$ cat config.mk
export PLATFORM = sky130hd
export DESIGN_NAME = dp_chain_bist_flat
export DESIGN_NICKNAME = d
export VERILOG_FILES = /design/src/rtl/dp_chain_bist_if.sv /design/src/rtl/dp_chain_bist.sv /design/src/flat_wrapper.sv
export SDC_FILE = /design/constraint.sdc
export NUM_CORES = 1
export LEC_CHECK = 0
export ABC_AREA = 1
export CORE_ASPECT_RATIO = 0.9
export CORE_UTILIZATION = 41
export DETAILED_ROUTE_END_ITERATION = 8
export PLACE_DENSITY_LB_ADDON = 0.1
export SLEW_MARGIN = 10
export SYNTH_ARGS = -nofsm -noshare
export SYNTH_HDL_FRONTEND = slang
export SYNTH_SLANG_ARGS = --single-unit
export TNS_END_PERCENT = 10
$ cat constraint.sdc
create_clock -name clk -period 1.5 [get_ports clk]
set_input_delay 0.3 -clock clk [delete_from_list [all_inputs] [get_ports clk]]
set_output_delay 0.3 -clock clk [all_outputs]
set_load 0.005 [all_outputs]
$ cat src/rtl/dp_chain_bist_if.sv
// Bus bundle for dp_chain_bist: functional word path plus BIST control/status.
// master drives inputs (in_*, bist_start/abort); slave is the chain.
interface dp_chain_bist_if #(
  parameter int WIDTH = 8
);
  logic [WIDTH-1:0] in_data;
  logic             in_valid;
  logic [WIDTH-1:0] out_data;
  logic             out_valid;
  logic             bist_start;
  logic             bist_abort;
  logic             bist_busy;
  logic             bist_done;
  logic [WIDTH-1:0] bist_sig;

  modport master (
    output in_data, in_valid, bist_start, bist_abort,
    input  out_data, out_valid, bist_busy, bist_done, bist_sig
  );

  modport slave (
    input  in_data, in_valid, bist_start, bist_abort,
    output out_data, out_valid, bist_busy, bist_done, bist_sig
  );
endinterface

$ cat src/rtl/dp_chain_bist.sv
// Register/mix chain of NUM_SEG*DATA_DEPTH stages with LFSR BIST and compactor.
// Ports: clk, rst (async active-low), bus (slave: in_*, out_*, bist_*).
module dp_chain_bist #(
  parameter int WIDTH      = 8,
  parameter int DATA_DEPTH = 10,
  parameter int COMB_DEPTH = 3,
  parameter int NUM_SEG    = 3,
  parameter int BIST_LEN   = 256,
  parameter logic [WIDTH-1:0] LFSR_SEED =
    {{(WIDTH-1){1'b0}}, 1'b1},
  parameter logic [WIDTH-1:0] LFSR_TAPS = WIDTH'(8'hB8)
)(
  input logic      clk,
  input logic      rst,
  dp_chain_bist_if.slave bus
);

  localparam int L  = NUM_SEG * DATA_DEPTH;
  localparam int CW = $clog2(BIST_LEN + 1);
  localparam logic [CW-1:0] LAST = CW'(BIST_LEN - 1);

  typedef enum logic [1:0] {
    S_IDLE,
    S_RUN,
    S_DRAIN,
    S_DONE
  } state_t;

  state_t           r_state;
  logic [WIDTH-1:0] r_data [L];
  logic [L-1:0]     r_vld;
  logic [L-1:0]     r_tag;
  logic [WIDTH-1:0] r_lfsr;
  logic [WIDTH-1:0] r_sig;
  logic [CW-1:0]    r_cnt_in;
  logic [CW-1:0]    r_cnt_out;
  logic             r_busy;
  logic             r_done;

  logic [WIDTH-1:0] w_src_d;
  logic             w_src_v;
  logic             w_src_t;
  logic             w_cmp;
  logic             w_start;
  logic             w_abort;

  function automatic logic [WIDTH-1:0] f_rotl(
    input logic [WIDTH-1:0] x
  );
    return {x[WIDTH-2:0], x[WIDTH-1]};
  endfunction

  function automatic logic [WIDTH-1:0] f_mixn(
    input logic [WIDTH-1:0] x
  );
    logic [WIDTH-1:0] v;
    v = x;
    for (int i = 0; i < COMB_DEPTH; i++)
      v = f_rotl(v) ^ v;
    return v;
  endfunction

  assign w_start = bus.bist_start;
  assign w_abort = bus.bist_abort;
  assign w_cmp   = r_vld[L-1] & r_tag[L-1];

  always_comb begin
    w_src_d = '0;
    w_src_v = 1'b0;
    w_src_t = 1'b0;
    unique case (r_state)
      S_RUN: begin
        w_src_d = r_lfsr;
        w_src_v = 1'b1;
        w_src_t = 1'b1;
      end
      S_DRAIN: begin
        w_src_d = '0;
      end
      default: begin
        w_src_d = bus.in_data;
        w_src_v = bus.in_valid;
      end
    endcase
  end

  // Data and valid always shift; abort strips every tag in flight so
  // leftover BIST words drain out as plain untagged traffic.
  always_ff @(posedge clk or negedge rst) begin
    if (!rst) begin
      for (int i = 0; i < L; i++)
        r_data[i] <= '0;
      r_vld <= '0;
      r_tag <= '0;
    end else begin
      r_data[0] <= f_mixn(w_src_d);
      r_vld[0]  <= w_src_v;
      r_tag[0]  <= w_src_t & ~w_abort;
      for (int i = 1; i < L; i++) begin
        r_data[i] <= f_mixn(r_data[i-1]);
        r_vld[i]  <= r_vld[i-1];
        r_tag[i]  <= r_tag[i-1] & ~w_abort;
      end
    end
  end

  always_ff @(posedge clk or negedge rst) begin
    if (!rst) begin
      r_state   <= S_IDLE;
      r_lfsr    <= LFSR_SEED;
      r_sig     <= '0;
      r_cnt_in  <= '0;
      r_cnt_out <= '0;
      r_busy    <= 1'b0;
      r_done    <= 1'b0;
    end else if (w_abort) begin
      r_state <= S_IDLE;
      r_sig   <= '0;
      r_busy  <= 1'b0;
      r_done  <= 1'b0;
    end else begin
      if (w_cmp) begin
        r_sig     <= f_rotl(r_sig) ^ r_data[L-1];
        r_cnt_out <= r_cnt_out + 1'b1;
      end
      unique case (r_state)
        S_IDLE, S_DONE: begin
          if (w_start) begin
            r_state   <= S_RUN;
            r_lfsr    <= LFSR_SEED;
            r_sig     <= '0;
            r_cnt_in  <= '0;
            r_cnt_out <= '0;
            r_busy    <= 1'b1;
            r_done    <= 1'b0;
          end
        end
        S_RUN: begin
          r_lfsr <= (r_lfsr >> 1) ^
                    (r_lfsr[0] ? LFSR_TAPS : '0);
          r_cnt_in <= r_cnt_in + 1'b1;
          if (r_cnt_in == LAST)
            r_state <= S_DRAIN;
        end
        S_DRAIN: begin
          // Finish on the cycle the last tagged word is folded in.
          if (w_cmp && r_cnt_out == LAST) begin
            r_state <= S_DONE;
            r_busy  <= 1'b0;
            r_done  <= 1'b1;
          end
        end
        default: r_state <= S_IDLE;
      endcase
    end
  end

  assign bus.out_data  = r_data[L-1];
  assign bus.out_valid = r_vld[L-1];
  assign bus.bist_busy = r_busy;
  assign bus.bist_done = r_done;
  assign bus.bist_sig  = r_sig;

endmodule

$ cat src/flat_wrapper.sv
// flat-port wrapper written by rule: the top's interface ports become plain ports
module dp_chain_bist_flat 
#(
  parameter int WIDTH      = 8,
  parameter int DATA_DEPTH = 10,
  parameter int COMB_DEPTH = 3,
  parameter int NUM_SEG    = 3,
  parameter int BIST_LEN   = 256,
  parameter logic [WIDTH-1:0] LFSR_SEED =
    {{(WIDTH-1){1'b0}}, 1'b1},
  parameter logic [WIDTH-1:0] LFSR_TAPS = WIDTH'(8'hB8)
)
  (clk, rst, bus_in_data, bus_in_valid, bus_bist_start, bus_bist_abort, bus_out_data, bus_out_valid, bus_bist_busy, bus_bist_done, bus_bist_sig);
  dp_chain_bist_if #(.WIDTH(WIDTH)) bus_i ();
  input logic clk;
  input logic rst;
  input wire logic [$bits(bus_i.in_data)-1:0] bus_in_data;
  input wire logic [$bits(bus_i.in_valid)-1:0] bus_in_valid;
  input wire logic [$bits(bus_i.bist_start)-1:0] bus_bist_start;
  input wire logic [$bits(bus_i.bist_abort)-1:0] bus_bist_abort;
  output wire logic [$bits(bus_i.out_data)-1:0] bus_out_data;
  output wire logic [$bits(bus_i.out_valid)-1:0] bus_out_valid;
  output wire logic [$bits(bus_i.bist_busy)-1:0] bus_bist_busy;
  output wire logic [$bits(bus_i.bist_done)-1:0] bus_bist_done;
  output wire logic [$bits(bus_i.bist_sig)-1:0] bus_bist_sig;
  assign bus_i.in_data = bus_in_data;
  assign bus_i.in_valid = bus_in_valid;
  assign bus_i.bist_start = bus_bist_start;
  assign bus_i.bist_abort = bus_bist_abort;
  assign bus_out_data = bus_i.out_data;
  assign bus_out_valid = bus_i.out_valid;
  assign bus_bist_busy = bus_i.bist_busy;
  assign bus_bist_done = bus_i.bist_done;
  assign bus_bist_sig = bus_i.bist_sig;
  dp_chain_bist #(.WIDTH(WIDTH), .DATA_DEPTH(DATA_DEPTH), .COMB_DEPTH(COMB_DEPTH), .NUM_SEG(NUM_SEG), .BIST_LEN(BIST_LEN), .LFSR_SEED(LFSR_SEED), .LFSR_TAPS(LFSR_TAPS)) u_core (.clk(clk), .rst(rst), .bus(bus_i));
endmodule
=== Word-level counts from Yosys, hierarchy flattened ===
Cells that the tools add are included.

* Bits in registers: 338
* Latch bits: 0
* RAM bits: 0
* Bits in read-only memories: 0
* Bits of input ports: 13
* Output and inout bits: 19
* Word-level logic and storage cells: 210
* Memories: 0

* Add/sub/neg operators: 2
* Multipliers: 0
* Div/mod/pow operators: 0
* Order comparisons: 0
* Equal/unequal tests: 9
* Shift operators: 0
* Mux-type cells: 28
* Bitwise gates (word level): 124
* Reductions and logical operators: 8

{| class="wikitable"
|+ Operators by type and width
! operator !! count
|-
| 8-bit bitwise XOR || 91
|-
| 8-bit two-way mux || 6
|-
| 9-bit two-way mux || 4
|-
| 8-bit one-hot mux with 2 select lines || 2
|-
| 1-bit bitwise AND || 31
|-
| 9-bit by 1-bit adder with 9-bit output, second input constant || 2
|-
| 9-bit by 8-bit == test with 1-bit output, second input constant || 2
|-
| 9-bit one-hot mux with 2 select lines || 1
|-
| 3-bit AND reduction || 3
|-
| 2-bit two-way mux || 4
|-
| 7-bit by 8-bit bitwise XOR with 8-bit output || 1
|-
| 1-bit two-way mux || 7
|-
| 3-bit by 2-bit != test with 1-bit output, second input constant || 2
|-
| 1-bit one-hot mux with 2 select lines || 3
|-
| 2-bit one-hot mux with 3 select lines || 1
|-
| 2-bit == test, second input constant || 2
|-
| 3-bit != test, second input constant || 1
|-
| 3-bit nonzero test || 1
|-
| 2-bit by 1-bit == test with 1-bit output, second input constant || 1
|-
| 2-bit zero test || 1
|-
| 2-bit != test, second input constant || 1
|-
| 2-bit nonzero test || 1
|-
| 2-bit OR reduction || 1
|-
| 1-bit logical AND || 1
|-
| 1-bit NOT || 1
|}

=== Logic depth before layout (Yosys ltp) ===
Gate-level depths: netlist (run 1).

* Depth after elaboration: 5
* Gate-level depth with buffers: 12
* Gate-level depth less buffers: 12

=== Least setup slack after synthesis (run 1) ===
No wires, ideal clock.

* Kind: register to register
* From: reg u_core.r_state[0]
* To: reg u_core.r_data[234] (netlist name)
* Setup time: 0.113 ns
* Data arrival time: 1.470 ns
* Required time: 1.387 ns
* Setup slack: -0.083 ns
* Cell stages (with the launch flop): 12
* Buffers on the path: 1
* Period minus slack after synthesis: 1.583 ns
* Cell sequence: dfrtp_1 inv_1 ha_1 inv_2 buf_6 nand3_1 nand2_1 nand2_1 nand2_1 nand2_1 nand2_1 inv_1

* Word-level cells in the longest chain between the ends: 5
* Elaborated cells on any way between the ends: 6
* Classes of those cells: eq/ne: 2; mux: 1; bitwise: 3

{| class="wikitable"
|+ RTL lines
! element !! RTL line !! source
|-
| from (decl) || dp_chain_bist.sv:29 || <nowiki>state_t r_state;</nowiki>
|-
| from (signal assigned) || dp_chain_bist.sv:109 || <nowiki>r_state <= S_IDLE;</nowiki>
|-
| from (signal assigned) || dp_chain_bist.sv:117 || <nowiki>r_state <= S_IDLE;</nowiki>
|-
| from (signal assigned) || dp_chain_bist.sv:129 || <nowiki>r_state <= S_RUN;</nowiki>
|-
| 2-bit == test / 2-bit by 1-bit == test with 1-bit output (equally long branches) || dp_chain_bist.sv:71 || <nowiki>unique case (r_state)</nowiki>
|-
| 8-bit one-hot mux with 2 select lines * || dp_chain_bist.sv:71 ||
|-
| 8-bit bitwise XOR * (3 in series) || dp_chain_bist.sv:59 || <nowiki>v = f_rotl(v) ^ v;</nowiki>
|-
| to (signal, indexed assignment) || dp_chain_bist.sv:100 || <nowiki>r_data[i] <= f_mixn(r_data[i-1]);</nowiki>
|-
| to (decl) || dp_chain_bist.sv:30 || <nowiki>logic [WIDTH-1:0] r_data [L];</nowiki>
|}

Every way passes the cells marked *; elsewhere a longest branch is shown, timed or not.
A chain may end at the register's enable or synchronous reset.

=== Final worst setup path (run 1) ===
* From: reg u_core.r_cnt_out[1]
* To: reg u_core.r_state[1]

* Word-level cells in the longest chain between the ends: 4

{| class="wikitable"
|+ RTL lines
! element !! RTL line !! source
|-
| from (decl) || dp_chain_bist.sv:36 || <nowiki>logic [CW-1:0] r_cnt_out;</nowiki>
|-
| from (signal assigned) || dp_chain_bist.sv:124 || <nowiki>r_cnt_out <= r_cnt_out + 1'b1;</nowiki>
|-
| 9-bit by 8-bit == test with 1-bit output || dp_chain_bist.sv:147 || <nowiki>if (w_cmp && r_cnt_out == LAST) begin</nowiki>
|-
| 1-bit logical AND || dp_chain_bist.sv:147 ||
|-
| 3-bit by 2-bit != test with 1-bit output (no line) || - ||
|-
| 3-bit AND reduction (no line) || - ||
|-
| to (signal assigned) || dp_chain_bist.sv:143 || <nowiki>r_state <= S_DRAIN;</nowiki>
|-
| to (signal assigned) || dp_chain_bist.sv:148 || <nowiki>r_state <= S_DONE;</nowiki>
|-
| to (signal assigned) || dp_chain_bist.sv:153 || <nowiki>default: r_state <= S_IDLE;</nowiki>
|}

No other way between the ends.

==> results.md, run 1 <==
* Worst slew pin tran at 0.5363 ns
* Grt total ovfl at 0
* Crit Path Class: flip-flop to flip-flop
* Crit-path max FO at 3
* Failing checks: negative setup slack
* Critical Path Sink Type: flip-flop
* Number of synthesized flops with an enable pin at 0
* Post-synth design cell area at 0.01449 mm^2
* Vias in the first global route at 8114
* Worst-path clk slew at 0.06 ns
* Initial antenna violation count at 0
* I/O pins at 32
* Synth cell types at 30
* Area grow syn2layout at 19.46%
* Cell breakdown of the critical path: ha_2 > nand3_2 > nor3_2 > ha_2 > inv_2 > o21ai_2 > nand2_1 > inv_2 > nand2_2 > nand2_1 > nand2_1
* Die Width at 200.2 um
* Fin. Hold Viols at 0
* Post-layout minimum cycle time at 1.653 ns
* Floorplan row count at 64
* Clk_skew at approximately 0.012 ns
* Initial Util at 42.18%
* Antenna cell count at 0
* Outcome: finished with violations
* RSZ-0062 raised after global routing: true
* Yosys reg bits at 338
* CTS tree: yes
* Max-slew headroom at 63.99%
* Share of cells above drive strength 1 at between 10% and 20%
* CTS Root Cell: clkbuf_16
* HPWL Detailed at 15.23 mm
* H-tree Lvls at 2
* Gr usage total at a little over an eighth
* Commonest non-fill, non-tap cell in the layout: dfrtp_1
* Dpl cells at 1758
* Post-route ant nets at 0
* DR pass1 iterations at 4
* Global-route wire length before repair at roughly 39 mm
* Reg2reg path depth at 11
* Startpoint Class: flip-flop
* Largest stage delay on the critical path at 0.35 ns
* Hold Crit Class: input port to asynchronous set/reset pin
* Primary FF master, synth: dfrtp_1
* Required @ worst endpoint at 1.90 ns
* DR WL/cell at 12.30 um
* Crit-path slowest cell: dfrtp_1
* Most frequent cells in the layout: dfrtp_1, xnor2_1, xor2_1, nand2_1, inv_1
* DR vias at 7792
* Die height at 180.4 um
* DRC violations left at 0
* Core area at roughly 0.034 mm^2
* Post-synthesis sequential area ratio at 58.38%
* Largest net degree at the start of global routing at 56
* Final WL at 22.55 mm
* Post-route cell area at 0.01731 mm^2
* Tcrit/Tclk final at 110.2%
* Slew Viols, Final at 0
* Mapped Nets at 1258
* Clock Path Buffers at 3
* R2r setup slk at -0.15 ns
* Synth warn at 0
* Finished Layout Cells at approximately 1800
* Clock sink total at 338
* Fmax at 605.0 MHz
* PnR worst setup slack at -0.1528 ns
* Fillers at 3093
* Total CTS buffers at 36
* Register area at 0.008463 mm^2
* DP Area at between 0.015 and 0.02 mm^2
* Setup-failing EPs final at 31
* Area taken by multi-input logic gates at 0.005710 mm^2
* Worst skew pair latency at just over 0.5 ns
* DR iter-0 viols at 183
* Via density per instance at 4.251
* Post-synthesis async set-or-reset flop share at 100.0%
* I/O Buffers at 31
* Nets at roughly 1400
* Gp weighted congestion at just under 0.8
* Die area at 0.03610 mm^2
* Mapped Avg Cell Area at 11.71 um^2
* Critical path's most frequent cell: nand2_1
* Post-Syn Instances at 1237
* Max cap viols at 0
* Crit path DAT at 2.05 ns
[critical path, delay by kind of cell, from the launching register on]
kind                       cells  cell delay [ns]
and+or+nand+nor                6             0.54
DFF                            1             0.35
adders and majority gates      2             0.40
buffers and inverters          2             0.11
AOI/OAI and AO/OA              1             0.14
[cells by family after synthesis]
family	Yosys count	synth area share [%]
buffers and inverters	122	3.549
adder cells (fa/ha/maj)	8	0.6908
flip-flops	338	58.38
AO/OA/AOI/OAI	35	1.468
AND/OR/NAND/NOR	255	6.968
XOR/XNOR	479	28.95
[cells in the mapped netlist (2+ instances only)]
master / instances / area, um^2
inv_2: 2 / 7.510
o21ai_0: 15 / 75.07
xor2_1: 204 / 1787
ha_1: 8 / 100.1
nor2_1: 66 / 247.7
nand2_1: 160 / 600.6
inv_1: 99 / 371.6
dfrtp_1: 337 / 8433
buf_4: 11 / 82.58
clkbuf_1: 3 / 11.26
a21oi_1: 5 / 25.02
nand3_1: 19 / 95.09
xnor2_1: 275 / 2409
a211oi_1: 8 / 60.06
nand4_1: 6 / 37.54
buf_2: 5 / 25.02
[sequential cells by signal, summed over array words and instances (netlist names)]
name / flops
u_core.bus.bist_busy: 1
u_core.r_state: 2
u_core.bus.bist_done: 1
u_core.r_vld: 30
u_core.r_tag: 30
u_core.r_cnt_out: 9
u_core.r_lfsr: 8
u_core.bus.bist_sig: 8
u_core.bus.out_data: 8
u_core.r_cnt_in: 9
u_core.r_data: 232
[what timing repair did]
action,CTS,global route
cloned,0,1
hold buffers,1,0
setup buffers,8,2
endpoints found under the hold margin,56,0
setup endpoints to repair,65,46
pin swaps,1,24
gates resized for setup,48,55
[layout make-up]
class                      instances  share of cell area, %
clock buffer                      51                  6.115
clock inverter                    12                  1.229
inverter                         101                  2.219
multi-input combinational        777                  32.99
sequential                       338                  48.89
tap                              462                  3.339
timing repair buffer              92                  5.226
[through the flow]
stage | hold slack [ns] | setup TNS, ns | util (%) | setup slack, ns
6_report | 0.2605 | -1.859 | 50.39 | -0.1528
3_5_place_dp | 0.2071 | -6.726 | 45.83 | -0.2143
3_3_place_gp | 0.2009 | -5.560 | 45.83 | -0.1896
2_1_floorplan | 0.004409 | -0.02607 | - | -0.01366
4_1_cts | 0.2502 | -1.067 | 49.84 | -0.1209
5_1_grt | 0.2658 | -5.608 | 50.39 | -0.2949
[path summary, 6_finish.rpt]
check                                    start                      to
max                        u_core.r_cnt_out[1]       u_core.r_state[1]
max reg2reg                u_core.r_cnt_out[1]       u_core.r_state[1]
min in group clk              u_core.r_vld[10]        u_core.r_vld[11]
max in group asynchronous                  rst      u_core.r_data[161]
min reg2reg                   u_core.r_vld[10]        u_core.r_vld[11]
min                                        rst  u_core.bus.out_data[1]
[routing by layer]
metal,global-route usage [%],wire (um),part of all wire [%]
met5,0,0,0
met2,20.07,9865,44
met3,2.604,764,3.4
met1,18.85,11390,50
met4,4.431,533,2.4
Power of run 1 is not shown: default switching activity piles up to over one toggle a cycle in this logic, so the estimate is an artifact.
==> inputs of run 2 (changes only) <==
==> constraint.sdc (replaced) <==
create_clock -name clk -period 1.4 [get_ports clk]
set_input_delay 0.42 -clock clk [delete_from_list [all_inputs] [get_ports clk]]
set_output_delay 0.42 -clock clk [all_outputs]
set_load 0.005 [all_outputs]
==> results.md, run 2 (synthesis gave the netlist of run 1 again) <==
* Gr usage total at 13.21% (was 13.20%)
* Most frequent cells in the layout: dfrtp_1, xnor2_1, xor2_1, nand2_1, inv_1 (unchanged)
* DR pass1 iterations at 4 (unchanged)
* Crit-path max FO at 16 (was 3)
* Outcome: finished with violations (unchanged)
* Initial antenna violation count at 0 (unchanged)
* Largest net degree at the start of global routing at 70 (was 56)
* Grt total ovfl at 0 (unchanged)
* PnR worst setup slack at -0.1779 ns (was -0.1528 ns)
* Global-route wire length before repair at 39.39 mm (was 39.16 mm)
* Fin. Hold Viols at 0 (unchanged)
* Nets at 1385 (was 1367)
* CTS Root Cell: clkbuf_16 (unchanged)
* Share of cells above drive strength 1 at 16.05% (was 13.42%)
* HPWL Detailed at 15.52 mm (was 15.23 mm)
* Met2 usage at 20.57% (was 20.07%)
* Critical Path Sink Type: flip-flop (unchanged)
* Max-slew headroom at 66.12% (was 63.99%)
* Via density per instance at 4.317 (was 4.251)
* Total CTS buffers at 38 (was 36)
* Setup-failing EPs final at 65 (was 31)
* Post-route cell area at 0.01735 mm^2 (was 0.01731 mm^2)
* Startpoint Class: flip-flop (unchanged)
* Die Width at 200.2 um (unchanged)
* Post-route ant nets at 0 (unchanged)
* I/O pins at 32 (unchanged)
* Max cap viols at 0 (unchanged)
* Clock Path Buffers at 3 (unchanged)
* Largest register FFs at 232 (unchanged)
* Most used routing layer: met2 (unchanged)
* Antenna cell count at 0 (unchanged)
* Floorplan row count at 64 (unchanged)
* Tcrit/Tclk final at 112.7% (was 110.2%)
* Clk_skew at 0.01538 ns (was 0.01194 ns)
* Final WL at 22.45 mm (was 22.55 mm)
* Fillers at 3057 (was 3093)
* Required @ worst endpoint at 1.79 ns (was 1.90 ns)
* Hold Crit Class: input port to asynchronous set/reset pin (unchanged)
* H-tree Lvls at 2 (unchanged)
* Hold Slack at 0.3308 ns (was 0.2605 ns)
* Area grow syn2layout at 19.74% (was 19.46%)
* Die height at 180.4 um (unchanged)
* Post-layout minimum cycle time at 1.578 ns (was 1.653 ns)
* Clock sink total at 338 (unchanged)
* GR Layer Usage met3 at 2.948% (was 2.604%)
* Slew Viols, Final at 0 (unchanged)
* R2r setup slk at -0.18 ns (was -0.15 ns)
* Worst slew pin tran at 0.5046 ns (was 0.5363 ns)
* Worst skew pair latency at 0.52 ns (was 0.51 ns)
* Die area at 0.03610 mm^2 (unchanged)
* Commonest non-fill, non-tap cell in the layout: dfrtp_1 (unchanged)
* Core area at 0.03435 mm^2 (unchanged)
* DR vias at 7991 (was 7792)
* Most flops, register: u_core.r_data (unchanged)
* CTS tree: yes (unchanged)
* Regs by FF count: u_core.r_data (232), u_core.r_tag (30), u_core.r_vld (30) (unchanged)
* Vias in the first global route at 8355 (was 8114)
* Crit Path Class: flip-flop to flip-flop (unchanged)
* Failing checks: negative setup slack (unchanged)
* DP Area at 0.01589 mm^2 (was 0.01574 mm^2)
* Gp weighted congestion at 0.8047 (was 0.7873)
* I/O Buffers at 31 (unchanged)
* GRT met1 Usage at 18.23% (was 18.85%)
* RSZ-0062 raised after global routing: true (unchanged)
* Worst-path clk slew at 0.06 ns (about the same)
* Initial Util at 42.18% (unchanged)
* DR WL/cell at 12.13 um (was 12.30 um)
* Crit path DAT at 1.96 ns (was 2.05 ns)
* DRC violations left at 0 (unchanged)
* Fmax at 633.8 MHz (was 605.0 MHz)
* DR iter-0 viols at 252 (was 183)
## run 2: metal layers
metal / part of all wire [%] / up-vias
li1: - / 4001
met1: 49 / 3866
met2: 45 / 84
met3: 4.2 / 40
met4: 2.1 / 0
met5: 0 / -
## run 2: timing repair
item / in CTS / in global routing
endpoints found under the hold margin: 23 / 0
setup buffers: 7 / 5
pin swaps: 17 / 6
resized for setup: 105 / 33
setup endpoints to repair: 66 / 66
hold buffers: 1 / 0
## run 2: area by class of cell
class | count | area (um^2) | share of cell area [%]
clock buffer | 52 | 1077 | 6.209
clock inverter | 13 | 138.9 | 0.8004
inverter | 101 | 391.6 | 2.257
multi-input combinational | 777 | 5797 | 33.41
sequential | 338 | 8463 | 48.77
tap | 462 | 578.1 | 3.331
timing repair buffer | 108 | 905.9 | 5.221
## run 2: worst max-delay path, cell delays in order, from the launching register on
cell and delay, ns:
dfrtp_2 0.41, inv_2 0.07, ha_4 0.35, clkinv_8 0.11
buf_4 0.16, o21ai_4 0.14, buf_12 0.15, a211oi_1 0.05
## run 2: final timing paths
check                                          to  cells after the start         startpoint
max                        u_core.bus.bist_sig[6]                      7  u_core.r_state[0]
min                        u_core.bus.bist_sig[2]                      2                rst
max reg2reg                u_core.bus.bist_sig[6]                      7  u_core.r_state[0]
min reg2reg                      u_core.r_vld[20]                      0   u_core.r_vld[19]
max in group asynchronous        u_core.r_lfsr[0]                      3                rst
min in group clk                 u_core.r_vld[20]                      0   u_core.r_vld[19]
## run 2: metrics by stage
stage                     setup TNS, ns  cells  worst slack [ns]  utilization, %
after global routing             -11.10   1851           -0.2674           50.51
after CTS                        -4.808   1846           -0.2105           50.34
after global placement           -16.13   1773           -0.4748           46.27
after detailed placement         -16.78   1773           -0.5386           46.27
final                            -6.326   1851           -0.1779           50.51
after floorplan                 -0.8451   1237          -0.08776               -
Power of run 2 is left out for the same reason.
==> inputs of run 3 (changes only) <==
--- a/config.mk
+++ b/config.mk
@@ -7,7 +7,7 @@
 export LEC_CHECK = 0
 export ABC_AREA = 1
 export CORE_ASPECT_RATIO = 0.9
-export CORE_UTILIZATION = 41
+export CORE_UTILIZATION = 40
 export DETAILED_ROUTE_END_ITERATION = 8
 export PLACE_DENSITY_LB_ADDON = 0.1
 export SLEW_MARGIN = 10
==> results.md, run 3 (synthesis gave the netlist of run 1 again) <==
* Outcome: finished with violations (unchanged)
* Failing checks: negative setup slack (unchanged)
* Setup-failing EPs final at 58 (was 65)
* DRC violations left at 0 (unchanged)
* RR Endpoint: u_core.r_cnt_in[4] (was u_core.bus.bist_sig[6])
* GRT met1 Usage at 18.84% (was 18.23%)
* Worst skew pair latency at 0.52 ns (about the same)
* Post-route ant nets at 0 (unchanged)
* H-tree Lvls at 2 (unchanged)
* Most flops, register: u_core.r_data (unchanged)
* HPWL Detailed at 15.87 mm (was 15.52 mm)
* Most frequent cells in the layout: dfrtp_1, xnor2_1, xor2_1, nand2_1, inv_1 (unchanged)
* Total CTS buffers at 38 (unchanged)
* Worst Setup SP: u_core.r_state[0] (unchanged)
* Met2 usage at 21.88% (was 20.57%)
* Vias in the first global route at 8714 (was 8355)
* RSZ-0062 raised after global routing: true (unchanged)
* Reg2reg path depth at 7 (unchanged)
* Die Width at 202.6 um (was 200.2 um)
* Floorplan row count at 65 (was 64)
* Regs by FF count: u_core.r_data (232), u_core.r_tag (30), u_core.r_vld (30) (unchanged)
* Fin. Hold Viols at 0 (unchanged)
* Global-route wire length before repair at 41.52 mm (was 39.39 mm)
* Gr usage total at 13.78% (was 13.21%)
* Post-layout minimum cycle time at 1.595 ns (was 1.578 ns)
* Largest register FFs at 232 (unchanged)
* Worst-path clk slew at 0.06 ns (about the same)
* Share of cells above drive strength 1 at 17.75% (was 16.05%)
* Crit path DAT at 1.99 ns (was 1.96 ns)
* Final WL at 23.30 mm (was 22.45 mm)
* DR WL/cell at 12.37 um (was 12.13 um)
* Antenna cell count at 0 (unchanged)
* Crit Path Class: flip-flop to flip-flop (unchanged)
* Initial Util at 40.96% (was 42.18%)
* DR iter-0 viols at 234 (was 252)
* DR vias at 8037 (was 7991)
* Required @ worst endpoint at 1.80 ns (was 1.79 ns)
* Area grow syn2layout at 21.69% (was 19.74%)
* Slew Viols, Final at 0 (unchanged)
* Largest net degree at the start of global routing at 65 (was 70)
* DR pass1 iterations at 4 (unchanged)
* Max-slew headroom at 67.14% (was 66.12%)
* Die area at 0.03700 mm^2 (was 0.03610 mm^2)
* Gp weighted congestion at 0.7651 (was 0.8047)
* Grt total ovfl at 0 (unchanged)
* Initial antenna violation count at 0 (unchanged)
* Via density per instance at 4.268 (was 4.317)
* Worst slew pin tran at 0.4894 ns (was 0.5046 ns)
* Clock Path Buffers at 3 (unchanged)
* Core area at 0.03538 mm^2 (was 0.03435 mm^2)
* Tcrit/Tclk final at 113.9% (was 112.7%)
* CTS tree: yes (unchanged)
* Most used routing layer: met2 (unchanged)
* Commonest non-fill, non-tap cell in the layout: dfrtp_1 (unchanged)
* I/O pins at 32 (unchanged)
* Clk_skew at 0.01343 ns (was 0.01538 ns)
* Clock sink total at 338 (unchanged)
* Hold Crit Class: input port to asynchronous set/reset pin (unchanged)
* CTS Root Cell: clkbuf_16 (unchanged)
* Nets at 1406 (was 1385)
* Fmax at 627.0 MHz (was 633.8 MHz)
* PnR worst setup slack at -0.1950 ns (was -0.1779 ns)
* Critical Path Sink Type: flip-flop (unchanged)
* Die height at 182.6 um (was 180.4 um)
* Startpoint Class: flip-flop (unchanged)
* I/O Buffers at 31 (unchanged)
* R2r setup slk at -0.19 ns (was -0.18 ns)
* Placement Setup Slack at -0.4753 ns (was -0.5386 ns)
* Crit Reg-Reg Startpoint: u_core.r_state[0] (unchanged)
* Max cap viols at 0 (unchanged)
* GR Layer Usage met3 at 2.875% (was 2.948%)
* Last element of the critical path: u_core.r_cnt_in[4] (was u_core.bus.bist_sig[6])
* Crit-path max FO at 9 (was 16)
[run 3: cell types whose count changed in the layout (fill, tap and decap cells not counted), sizes merged]
cell | before | now
clkinvlp | 2 | 1
clkinv | 7 | 5
buf | 87 | 104
inv | 103 | 102
clkbuf | 61 | 73
[run 3: metal layers]
metal / vias up / wire length [um]
li1: 4052 / -
met1: 3872 / 11250
met2: 75 / 10700
met3: 38 / 788
met4: 0 / 560
met5: - / 0
[run 3: through the flow]
step	std cells	utilization [%]	hold WS (ns)	TNS, ns	instance area [um^2]
2_1_floorplan	1237	-	0.1244	-0.8451	14590
3_3_place_gp	1792	45.31	0.2985	-15.58	16030
3_5_place_dp	1792	45.31	0.2992	-16.35	16030
4_1_cts	1881	49.76	0.3283	-8.222	17600
5_1_grt	1883	49.85	0.3431	-10.07	17630
6_report	1883	49.85	0.3456	-5.286	17630
[run 3: area by class of cell]
cell class / instances / area, um^2
repair buffers: 128 / 1124
clock buffers: 61 / 1171
flip-flops and latches: 338 / 8462
clock inverters: 8 / 96.34
multi-input cells: 777 / 5797
repair inverters: 1 / 11.26
fillers: 3233 / 17740
well taps: 469 / 586.8
inverters: 101 / 386.6
[run 3: worst min path at each step]
stage,start,end,slack (ns),cells past startpoint
finish,rst,u_core.r_data[10],0.35,2
global route,rst,u_core.r_data[10],0.34,2
CTS,rst,u_core.r_data[8],0.33,2
detailed placement,rst,u_core.r_data[8],0.30,1
global placement,rst,u_core.r_data[8],0.30,1
floorplan,rst,u_core.bus.bist_busy,0.12,0
[run 3: what timing repair did]
action | CTS | global route
hold buffers | 1 | 0
cloned | 2 | 0
resized for setup | 94 | 47
endpoints found under the setup margin | 65 | 65
hold endpoints to repair | 19 | 0
pin swaps | 25 | 11
buffers inserted | 17 | 3
[run 3: worst max-delay path, cell delays in order, from the launching register on]
cell and delay (ns):
dfrtp_2 0.41, buf_4 0.15, ha_4 0.19, buf_4 0.14, buf_4 0.12, buf_4 0.13, nor2_1 0.22, nor3b_1 0.09
Power of run 3 is left out for the same reason.
